[src/rtl/countdown_timer_bank.sv]
// Bank of NCH independent HH:MM:SS countdown timers, each with a preset, auto-reload and a buzz alarm.
// Latency: commands, digit writes and ticks act on the next clk_out edge; BCD display lags the count by one cycle.
// Backpressure: none; strobes are either acted on or ignored by the selected channel's state, never stalled.
module countdown_timer_bank #(
  parameter int NCH        = 4,
  parameter int BUZZ_TICKS = 5,
  parameter int CNT_W      = 17
) (
  input  logic                                        clk_out,
  input  logic                                        rst_n,
  input  logic                                        tick,
  input  logic [((NCH > 1) ? $clog2(NCH) : 1)-1:0]    ch_sel,
  input  logic [2:0]                                  digit_sel,
  input  logic [3:0]                                  loadin,
  input  logic                                        load_en,
  input  logic                                        start,
  input  logic                                        pause,
  input  logic                                        clear,
  input  logic [NCH-1:0]                              reload_mode,
  output logic [NCH-1:0]                              busy,
  output logic [NCH-1:0]                              buzz,
  output logic [CNT_W-1:0]                            cnt_out,
  output logic [3:0]                                  th1,
  output logic [3:0]                                  th2,
  output logic [3:0]                                  tm1,
  output logic [3:0]                                  tm2,
  output logic [3:0]                                  ts1,
  output logic [3:0]                                  ts2
);

  localparam int SW = (NCH > 1) ? $clog2(NCH) : 1;

  localparam logic [CNT_W-1:0] ONE   = CNT_W'(1);
  localparam logic [CNT_W-1:0] C10   = CNT_W'(10);
  localparam logic [CNT_W-1:0] C60   = CNT_W'(60);
  localparam logic [CNT_W-1:0] C3600 = CNT_W'(3600);
  localparam logic [3:0]       BUZZ_INIT = 4'(BUZZ_TICKS);

  typedef enum logic [1:0] {
    ST_IDLE,
    ST_RUN,
    ST_PAUSED,
    ST_EXPIRED
  } state_t;

  // Preset digits are kept packed as {h1, h2, m1, m2, s1, s2}, 4 bits each,
  // so a single-digit write can be validated against the full candidate time.
  function automatic logic [CNT_W-1:0] to_sec(input logic [23:0] d);
    return CNT_W'(d[3:0])
         + CNT_W'(10)    * CNT_W'(d[7:4])
         + CNT_W'(60)    * CNT_W'(d[11:8])
         + CNT_W'(600)   * CNT_W'(d[15:12])
         + CNT_W'(3600)  * CNT_W'(d[19:16])
         + CNT_W'(36000) * CNT_W'(d[23:20]);
  endfunction

  // A candidate is legal only if every digit is in range and the hour stays below 24.
  function automatic logic digits_ok(input logic [23:0] d);
    logic ok;
    ok = (d[3:0]   <= 4'd9) && (d[7:4]   <= 4'd5) &&
         (d[11:8]  <= 4'd9) && (d[15:12] <= 4'd5) &&
         (d[23:20] <= 4'd2) &&
         (d[19:16] <= ((d[23:20] == 4'd2) ? 4'd3 : 4'd9));
    return ok;
  endfunction

  logic [CNT_W-1:0] count_all [NCH];

  for (genvar g = 0; g < NCH; g++) begin : g_ch
    localparam logic [SW-1:0] CH_ID = SW'(g);

    state_t           state_q, state_d;
    logic [23:0]      dig_q, dig_d;
    logic [23:0]      cand;
    logic [CNT_W-1:0] preset_q, preset_d;
    logic [CNT_W-1:0] count_q, count_d;
    logic [3:0]       bcnt_q, bcnt_d;
    logic             sel;

    assign sel          = (ch_sel == CH_ID);
    assign busy[g]      = (state_q == ST_RUN) || (state_q == ST_PAUSED);
    assign buzz[g]      = (bcnt_q != 4'd0);
    assign count_all[g] = count_q;

    // Channel state register; reset aborts everything including any buzz in progress.
    always_ff @(posedge clk_out or negedge rst_n) begin
      if (!rst_n) begin
        state_q  <= ST_IDLE;
        dig_q    <= '0;
        preset_q <= '0;
        count_q  <= '0;
        bcnt_q   <= '0;
      end else begin
        state_q  <= state_d;
        dig_q    <= dig_d;
        preset_q <= preset_d;
        count_q  <= count_d;
        bcnt_q   <= bcnt_d;
      end
    end

    // Tick update first, then the highest-priority command applied to the post-tick state.
    always_comb begin
      state_d  = state_q;
      dig_d    = dig_q;
      preset_d = preset_q;
      count_d  = count_q;
      bcnt_d   = bcnt_q;
      cand     = dig_q;

      if (tick) begin
        case (state_q)
          ST_RUN: begin
            // Count 0 in RUN cannot normally occur; treating it as expiry keeps the count from wrapping.
            if (count_q <= ONE) begin
              count_d = '0;
              state_d = ST_EXPIRED;
              bcnt_d  = BUZZ_INIT;
            end else begin
              count_d = count_q - ONE;
            end
          end
          ST_EXPIRED: begin
            if (bcnt_q != 4'd0) begin
              bcnt_d = bcnt_q - 4'd1;
              if (bcnt_q == 4'd1) begin
                if (reload_mode[g]) begin
                  count_d = preset_q;
                  state_d = ST_RUN;
                end else begin
                  count_d = '0;
                end
              end
            end
          end
          default: ;
        endcase
      end

      case (digit_sel)
        3'd0:    cand[3:0]   = loadin;
        3'd1:    cand[7:4]   = loadin;
        3'd2:    cand[11:8]  = loadin;
        3'd3:    cand[15:12] = loadin;
        3'd4:    cand[19:16] = loadin;
        3'd5:    cand[23:20] = loadin;
        default: ;
      endcase

      if (sel) begin
        if (clear) begin
          state_d = ST_IDLE;
          count_d = preset_q;
          bcnt_d  = '0;
        end else if (start) begin
          case (state_d)
            ST_IDLE: begin
              if (preset_q != '0) state_d = ST_RUN;
            end
            ST_PAUSED: state_d = ST_RUN;
            ST_EXPIRED: begin
              count_d = preset_q;
              bcnt_d  = '0;
              state_d = ST_RUN;
            end
            default: ;
          endcase
        end else if (pause) begin
          if (state_d == ST_RUN) state_d = ST_PAUSED;
        end else if (load_en) begin
          if ((state_q == ST_IDLE) && (digit_sel <= 3'd5) && digits_ok(cand)) begin
            dig_d    = cand;
            preset_d = to_sec(cand);
            count_d  = to_sec(cand);
          end
        end
      end
    end
  end

  logic [CNT_W-1:0] cnt_sel;
  logic [CNT_W-1:0] hrs, rem, mins, secs;

  // Selected-channel count mux; an out-of-range selection reads as zero.
  always_comb begin
    cnt_sel = '0;
    for (int i = 0; i < NCH; i++) begin
      if (ch_sel == SW'(i)) cnt_sel = count_all[i];
    end
  end

  assign cnt_out = cnt_sel;
  assign hrs     = cnt_sel / C3600;
  assign rem     = cnt_sel % C3600;
  assign mins    = rem / C60;
  assign secs    = rem % C60;

  // Registered BCD display of the selected count, one cycle behind the count and ch_sel.
  always_ff @(posedge clk_out or negedge rst_n) begin
    if (!rst_n) begin
      th1 <= '0;
      th2 <= '0;
      tm1 <= '0;
      tm2 <= '0;
      ts1 <= '0;
      ts2 <= '0;
    end else begin
      th1 <= 4'(hrs / C10);
      th2 <= 4'(hrs % C10);
      tm1 <= 4'(mins / C10);
      tm2 <= 4'(mins % C10);
      ts1 <= 4'(secs / C10);
      ts2 <= 4'(secs % C10);
    end
  end

endmodule

[config.mk]
export PLATFORM = sky130hd
export DESIGN_NAME = countdown_timer_bank
export DESIGN_NICKNAME = d
export VERILOG_FILES = /design/src/rtl/countdown_timer_bank.sv
export SDC_FILE = /design/constraint.sdc
export NUM_CORES = 2
export LEC_CHECK = 0
export ABC_AREA = 1
export ABC_CLOCK_PERIOD_IN_PS = 9300
export CAP_MARGIN = 15
export CELL_PAD_IN_SITES_DETAIL_PLACEMENT = 1
export CELL_PAD_IN_SITES_GLOBAL_PLACEMENT = 2
export CORE_ASPECT_RATIO = 1.75
export CORE_MARGIN = 3
export CORE_UTILIZATION = 38
export CTS_CLUSTER_DIAMETER = 80
export CTS_CLUSTER_SIZE = 24
export DETAILED_ROUTE_END_ITERATION = 10
export PLACE_DENSITY_LB_ADDON = 0.1
export SYNTH_ARGS = -nofsm -noshare
export SYNTH_HDL_FRONTEND = slang
export SYNTH_SLANG_ARGS = --single-unit
[constraint.sdc]
create_clock -name clk_out -period 9.3 [get_ports clk_out]
set_clock_uncertainty 0.1 [all_clocks]
set_input_delay 2.79 -clock clk_out [delete_from_list [all_inputs] [get_ports clk_out]]
set_output_delay 2.79 -clock clk_out [all_outputs]
set_load 0.1 [all_outputs]
### Yosys cells after proc, flatten, opt, wreduce, memory -nomap -nowiden

Cells that the tools add are included.

* register bits after elaboration: 280
* latch bits: 0
* bits in writable memories: 0
* ROM bits: 0
* input port bits: 20
* output and inout port bits: 49
* word-level logic and storage cells: 382
* memories kept: 0

* add/subtract/negate cells: 28
* multipliers: 20
* div/mod/pow operators: 10
* magnitude comparators: 29
* equality and inequality tests: 40
* shifts and indexed selects: 0
* mux-type cells: 168
* bitwise gates (word level): 3
* reduce and logical (&&, ||, !) cells: 58

Operators with widths (count)
* $mux W17: 52
* $mux W4: 56
* $pmux W17 S2: 4
* $mux W2: 44
* $add A15 B16 Y17: 4
* $add A17 B17 Y17: 4
* $le A17 B1 Y1 const B: 4
* $reduce_bool A17 Y1: 4
* $sub A17 B1 Y17 const B: 4
* $add A11 B14 Y15: 4
* $div A17 B4 Y17 const B: 3
* $mod A17 B4 Y17 const B: 3
* $mul A11 B4 Y12 const A: 4
* $mul A8 B4 Y12 const A: 4
* $add A9 B10 Y11: 4
* $mul A7 B4 Y11 const A: 4
* $add A4 B8 Y9: 4
* $eq A2 B2 Y1 const B: 18
* $le A4 B3 Y1 const B: 8
* $le A4 B4 Y1 const B: 8
* $mul A4 B4 Y8 const A: 4
* $pmux W2 S2: 8
* $pmux W4 S2: 4
* $logic_and A1 B1 Y1: 28
* 22 further kinds: 72

### Longest topological paths before layout

* word-level depth: 15
* depth in mapped cells: 87

### Worst setup path before layout

Ideal clock, no wire load.

* kind: input -> register
* from: input port ch_sel[0] (netlist name)
* to: register ts2[1]
* arrival time: 11.102 ns
* setup slack: -2.030 ns
* stages on the path: 76
* cells stage by stage: buf_6 nand2_4 inv_2 buf_6 nand2_1 nand4_2 nand4_1 nand4_2 o21ai_4 nand2_4 nand2_2 nand3_1 nor2_2 nand2_2 nand2_4 nand2_4 buf_6 nand2_1 (+40 left out) nand2_1 inv_1 ha_1 inv_1 nor2_1 nand3_2 nand2_4 xor2_1 o21bai_2 nand2_1 inv_1 ha_1 a21oi_1 nand3_1 nand2_2 nand3_2 nand2_1 nand2_1

* longest elaborated chain between the ends: 8

Ends and longest elaborated chain
* start: declaration: line 12 `input logic [((NCH > 1) ? $clog2(NCH) : 1)-1:0] ch_sel,`
* $logic_not A2 Y1: line 188 `if (ch_sel == SW'(i)) cnt_sel = count_all[i];`
* $mux W17 (3 in a row): line 188
* $mux W17 (*): line 188
* net cnt_out[16]: line 22 `output logic [CNT_W-1:0] cnt_out,`
* $mod A17 B12 Y17 (*): line 194 `assign rem = cnt_sel % C3600;`
* $mod A17 B6 Y17 (*): line 196 `assign secs = rem % C60;`
* $mod A17 B4 Y17 (*): line 213 `ts2 <= 4'(secs % C10);`
* end signal: assignment: line 213
* end: declaration: line 28 `output logic [3:0] ts2`

Mark *: on every way through the listed nets, which the timed path passes. The rest lies on a longest branch.
A chain may end at the register's enable or synchronous reset.

### Worst setup path after layout

* from: input port ch_sel[1] (netlist name)
* to: register ts2[1]

* longest elaborated chain between the ends: 8

Ends and longest elaborated chain (line)
* $logic_not A2 Y1: 188
* $mux W17 (3 in a row): 188
* $mux W17 (*): 188
* $mod A17 B12 Y17 (*): 194
* $mod A17 B6 Y17 (*): 196
* $mod A17 B4 Y17 (*): 213

Mark *: on every way between the ends. The rest lies on a longest branch, timed or not.

==> impl_summary.md <==
Yosys
The largest total area in the synthesized netlist belongs to sky130_fd_sc_hd__dfrtp_1. Summing every instance area after synthesis gives 0.0324 mm². The compound-gate portion of the synthesized area is 20.0%. In the synthesized netlist the async set-or-reset flop fraction comes to between 90% and 100%.

The synthesized netlist devotes about a quarter of its cell area to adder and majority cells. The count of warnings emitted by yosys is 0. The share of synthesized area occupied by flip-flops and latches is 21.2%. The xor/xnor share of the synthesized area is around 5.5%.

The count of different cell masters after synthesis is 64. The combinational family with the most area after synthesis is adder cells. For this run, the leading register cell type out of synthesis is sky130_fd_sc_hd__dfrtp_1.

After synthesis, the mean cell area works out to 7.39 µm². After synthesis, the cell types taking the most area are sky130_fd_sc_hd__dfrtp_1, sky130_fd_sc_hd__ha_1, sky130_fd_sc_hd__o21ai_0. The synthesized netlist cell count is 4387. Counting flops with a built-in enable in the synthesized netlist gives 0. The synthesized design contains 275 register bits. In the synthesized netlist, mux cells make up 0.0617% of the area.

Summed over its instances, the top area cell type makes up 21.2% of the synthesized netlist area. After Yosys synthesis, and, or, nand and nor cells account for 18.2% of the synthesized area.

Setup path
The largest fanout on the critical path is 8. By instance count, the cell type seen most on the critical path is sky130_fd_sc_hd__nand2_2. The family of cells with the greatest summed delay on the critical path is simple AND/OR/NAND/NOR gates.

The worst setup path is launched from an input pin. On the worst path, the slowest cell contributes a delay of 0.32 ns. The arrival time at the worst endpoint is approximately 11 ns. The library cell contributing the largest single delay on the critical path is sky130_fd_sc_hd__o21ai_0.

The critical path start-end classification is in -> reg. The count of buffering cells on the critical path with inverters included is 13. The required time of the critical path is 9.71 ns. The worst setup path is captured at a flip-flop.

Route
Detailed routing inserted a total of around 33000 vias. The number of DRC markers in iteration 0 is between 1000 and 1500. For this run, design rule violations remaining after detail routing come to 0. The count of nets left with antenna violations once routing finished came out at 0. Wires add up to ~130000 µm. After detailed routing, the average wire length per cell comes to 20.9 µm. The via-per-instance ratio is 5.40. The first TritonRoute pass finished after 5 iterations.

STA
Dividing the final minimum period by the clock period gives 113%. Setup repair after global routing could not meet its margin everywhere. The max-slew violation count is 0.

Setup violations remaining at the end of the flow were counted as 11. The hold slack is roughly 0.38 ns. The final worst setup slack is -1.18 ns.

The count of final hold-check violations came to 0. The minimum period implied by the final worst setup slack is about 10 ns. The transition time of the tightest slew-check pin is approximately 1.1 ns.

Measured against its own limit, the worst slew margin works out to 26.6%. The highest clock rate is around 95 MHz.

Global routing
The number of antenna violations at the first check in global routing is 0. The routing usage on met2 is 54.6%. The total congestion overflow is 0. Entering global routing, the biggest net connects 69 pins. The via count of the first global-routing pass is 34931.

The most used routing layer in global routing is met2. For met3 alone, demand over resource in global routing was 1.78%. For this run, the total global-route usage over all layers was measured as ~28%.

The global-route track usage on met1 is 29.6%. The global-route wire length before repair is between 150000 and 200000 µm.

Floorplanning
The starting utilization of the core area is 38.4%. The floorplan step defined a die boundary enclosing between 0.08 and 0.09 mm². The vertical die dimension is 392 µm.

The standard-cell row count is 141. The core region is 0.0845 mm². For this design the top-level I/O count stands at 69. The horizontal die dimension is 227 µm.

Place
The final RePlAce weighted congestion is between 0.9 and 1. Input and output buffers added on the ports amount to 67. The HPWL reported at the end of detailed placement is around 100000 µm.

Layout
The number of diodes is 0. Relative to the synthesized area, the layout overhead comes to 26.8%. In the layout the commonest cells are sky130_fd_sc_hd__inv_1, sky130_fd_sc_hd__nand2_1, sky130_fd_sc_hd__buf_4, sky130_fd_sc_hd__o21ai_0, sky130_fd_sc_hd__ha_1. In the final layout, the share of cells above drive strength 1 is 21.1%. The most common library cell in the layout ignoring fill and taps is sky130_fd_sc_hd__inv_1. The area of all sequential standard cells is 0.00688 mm². The area of the multi-input gates is 0.0235 mm².

The filler cells instantiated in the layout total 10502. In the final design database the tool counted 5556 nets.

Clock tree
TritonCTS created 26 clock buffers. The maximum number of buffers from clock root to sink is 3. The hold buffer count at CTS is 0. The number of sinks on the clock net is 275.

After clock tree synthesis, the clock-pin slew on the worst setup and hold paths is 0.08 ns. The TritonCTS clock tree is yes. The root buffer cell is sky130_fd_sc_hd__clkbuf_16.

The clock latency on the worst-skew pair is 0.61 ns. CTS built an H-tree with a depth of 1.

Outcome
The run finished, with violations left. The final reports fail on negative setup slack.

Run
The count of max-cap constraint violations is 0.

Hold path
The worst min-delay path category is reg -> reg.
==> path summary, 6_finish.rpt <==
| path | to | slack, ns | depth (start not counted) | startpoint |
|---|---|---|---|---|
| min in group asynchronous | g_ch[2].preset_q[10] | 1.99 | 1 | rst_n |
| max | ts2[1] | -1.18 | 74 | ch_sel[1] |
| max in group asynchronous | g_ch[3].preset_q[11] | 5.75 | 2 | rst_n |
| min | g_ch[2].dig_q[7] | 0.38 | 2 | g_ch[2].dig_q[7] |
| min reg2reg | g_ch[2].dig_q[7] | 0.38 | 2 | g_ch[2].dig_q[7] |
| max reg2reg | ts2[1] | 0.64 | 71 | g_ch[3].count_q[9] |
==> through the flow <==
step / instances / setup WS (ns) / area [µm²] / utilization [%] / setup TNS [ns]
finish: 6066 / -1.18 / 41100 / 48.7 / -8.03
global route: 6066 / -1.79 / 41100 / 48.7 / -15.29
CTS: 6045 / -0.786 / 40300 / 47.7 / -4.68
detailed placement: 5945 / -2.27 / 38300 / 45.4 / -57.48
global placement: 5945 / -1.95 / 38300 / 45.4 / -45.16
floorplan: 4388 / -1.66 / 32600 / - / -11.63
==> final cells by class <==
class / instances / share of cell area, %
multi-input cells: 3229 / 57.2
repair buffers: 696 / 13.5
clock buffers: 27 / 1.64
clock inverters: 21 / 0.803
flip-flops and latches: 275 / 16.7
well taps: 1072 / 3.26
inverters: 746 / 6.85
==> state kept, by name (all words and copies together) (netlist names) <==
name / flops
g_ch.state_q: 8
g_ch.count_q: 68
ts1: 4
g_ch.bcnt_q: 16
tm1: 4
tm2: 4
g_ch.dig_q: 96
th1: 3
g_ch.preset_q: 64
th2: 4
ts2: 4
==> metal layers <==
layer | share of wire, % | wire length, µm | vias up
met5 | 0 | 0 | -
met4 | 6.4 | 8060 | 0
met3 | 2.3 | 2910 | 237
met2 | 54 | 68900 | 527
met1 | 37 | 47000 | 16247
li1 | - | - | 15754
==> cell usage after synthesis, types with 7 or more instances <==
library cell / number
sky130_fd_sc_hd__a211oi_1: 14
sky130_fd_sc_hd__a21oi_1: 219
sky130_fd_sc_hd__a221oi_1: 14
sky130_fd_sc_hd__a22oi_1: 26
sky130_fd_sc_hd__a31o_2: 11
sky130_fd_sc_hd__a31oi_1: 17
sky130_fd_sc_hd__a32o_1: 20
sky130_fd_sc_hd__buf_6: 7
sky130_fd_sc_hd__clkbuf_1: 123
sky130_fd_sc_hd__clkinv_1: 7
sky130_fd_sc_hd__dfrtp_1: 275
sky130_fd_sc_hd__fa_1: 124
sky130_fd_sc_hd__ha_1: 438
sky130_fd_sc_hd__inv_1: 715
sky130_fd_sc_hd__inv_2: 24
sky130_fd_sc_hd__nand2_1: 709
sky130_fd_sc_hd__nand2_2: 36
sky130_fd_sc_hd__nand2_4: 16
sky130_fd_sc_hd__nand3_1: 155
sky130_fd_sc_hd__nand3_2: 14
sky130_fd_sc_hd__nand4_1: 62
sky130_fd_sc_hd__nor2_1: 252
sky130_fd_sc_hd__nor2_2: 13
sky130_fd_sc_hd__nor2_4: 9
sky130_fd_sc_hd__nor3_1: 32
sky130_fd_sc_hd__nor4_1: 11
sky130_fd_sc_hd__o211ai_1: 38
sky130_fd_sc_hd__o21ai_0: 583
sky130_fd_sc_hd__o21ai_1: 9
sky130_fd_sc_hd__o21bai_1: 16
sky130_fd_sc_hd__o221ai_1: 15
sky130_fd_sc_hd__o22ai_1: 98
sky130_fd_sc_hd__xnor2_1: 49
sky130_fd_sc_hd__xor2_1: 154
==> cells by family after synthesis <==
| family | Yosys count |
|---|---|
| xor gates and xnor gates | 203 |
| and+or+nand+nor | 1329 |
| adders and majority gates | 562 |
| AOI/OAI and AO/OA | 1129 |
| other | 1 |
| DFF | 275 |
| buffers and inverters | 886 |
| muxes | 2 |
==> timing repair <==
| action | in CTS | in global routing |
|---|---|---|
| hold endpoints to repair | 0 | 0 |
| resized for setup | 162 | 169 |
| pin swaps | 97 | 137 |
| setup buffers | 50 | 24 |
| setup endpoints to repair | 39 | 40 |
| gates cloned | 2 | 0 |
==> worst register-to-register path, delay by kind of cell (launching register included) <==
kind	cells	cell delay, ns
fa+ha+maj	1	0.15
compound gates	8	1.14
buf+inv	10	1.26
simple gates	52	5.46
flops	1	0.44
Power is left out: the tool's default activity adds up to more than one toggle a clock period on the data nets, which glitch-free logic cannot reach.
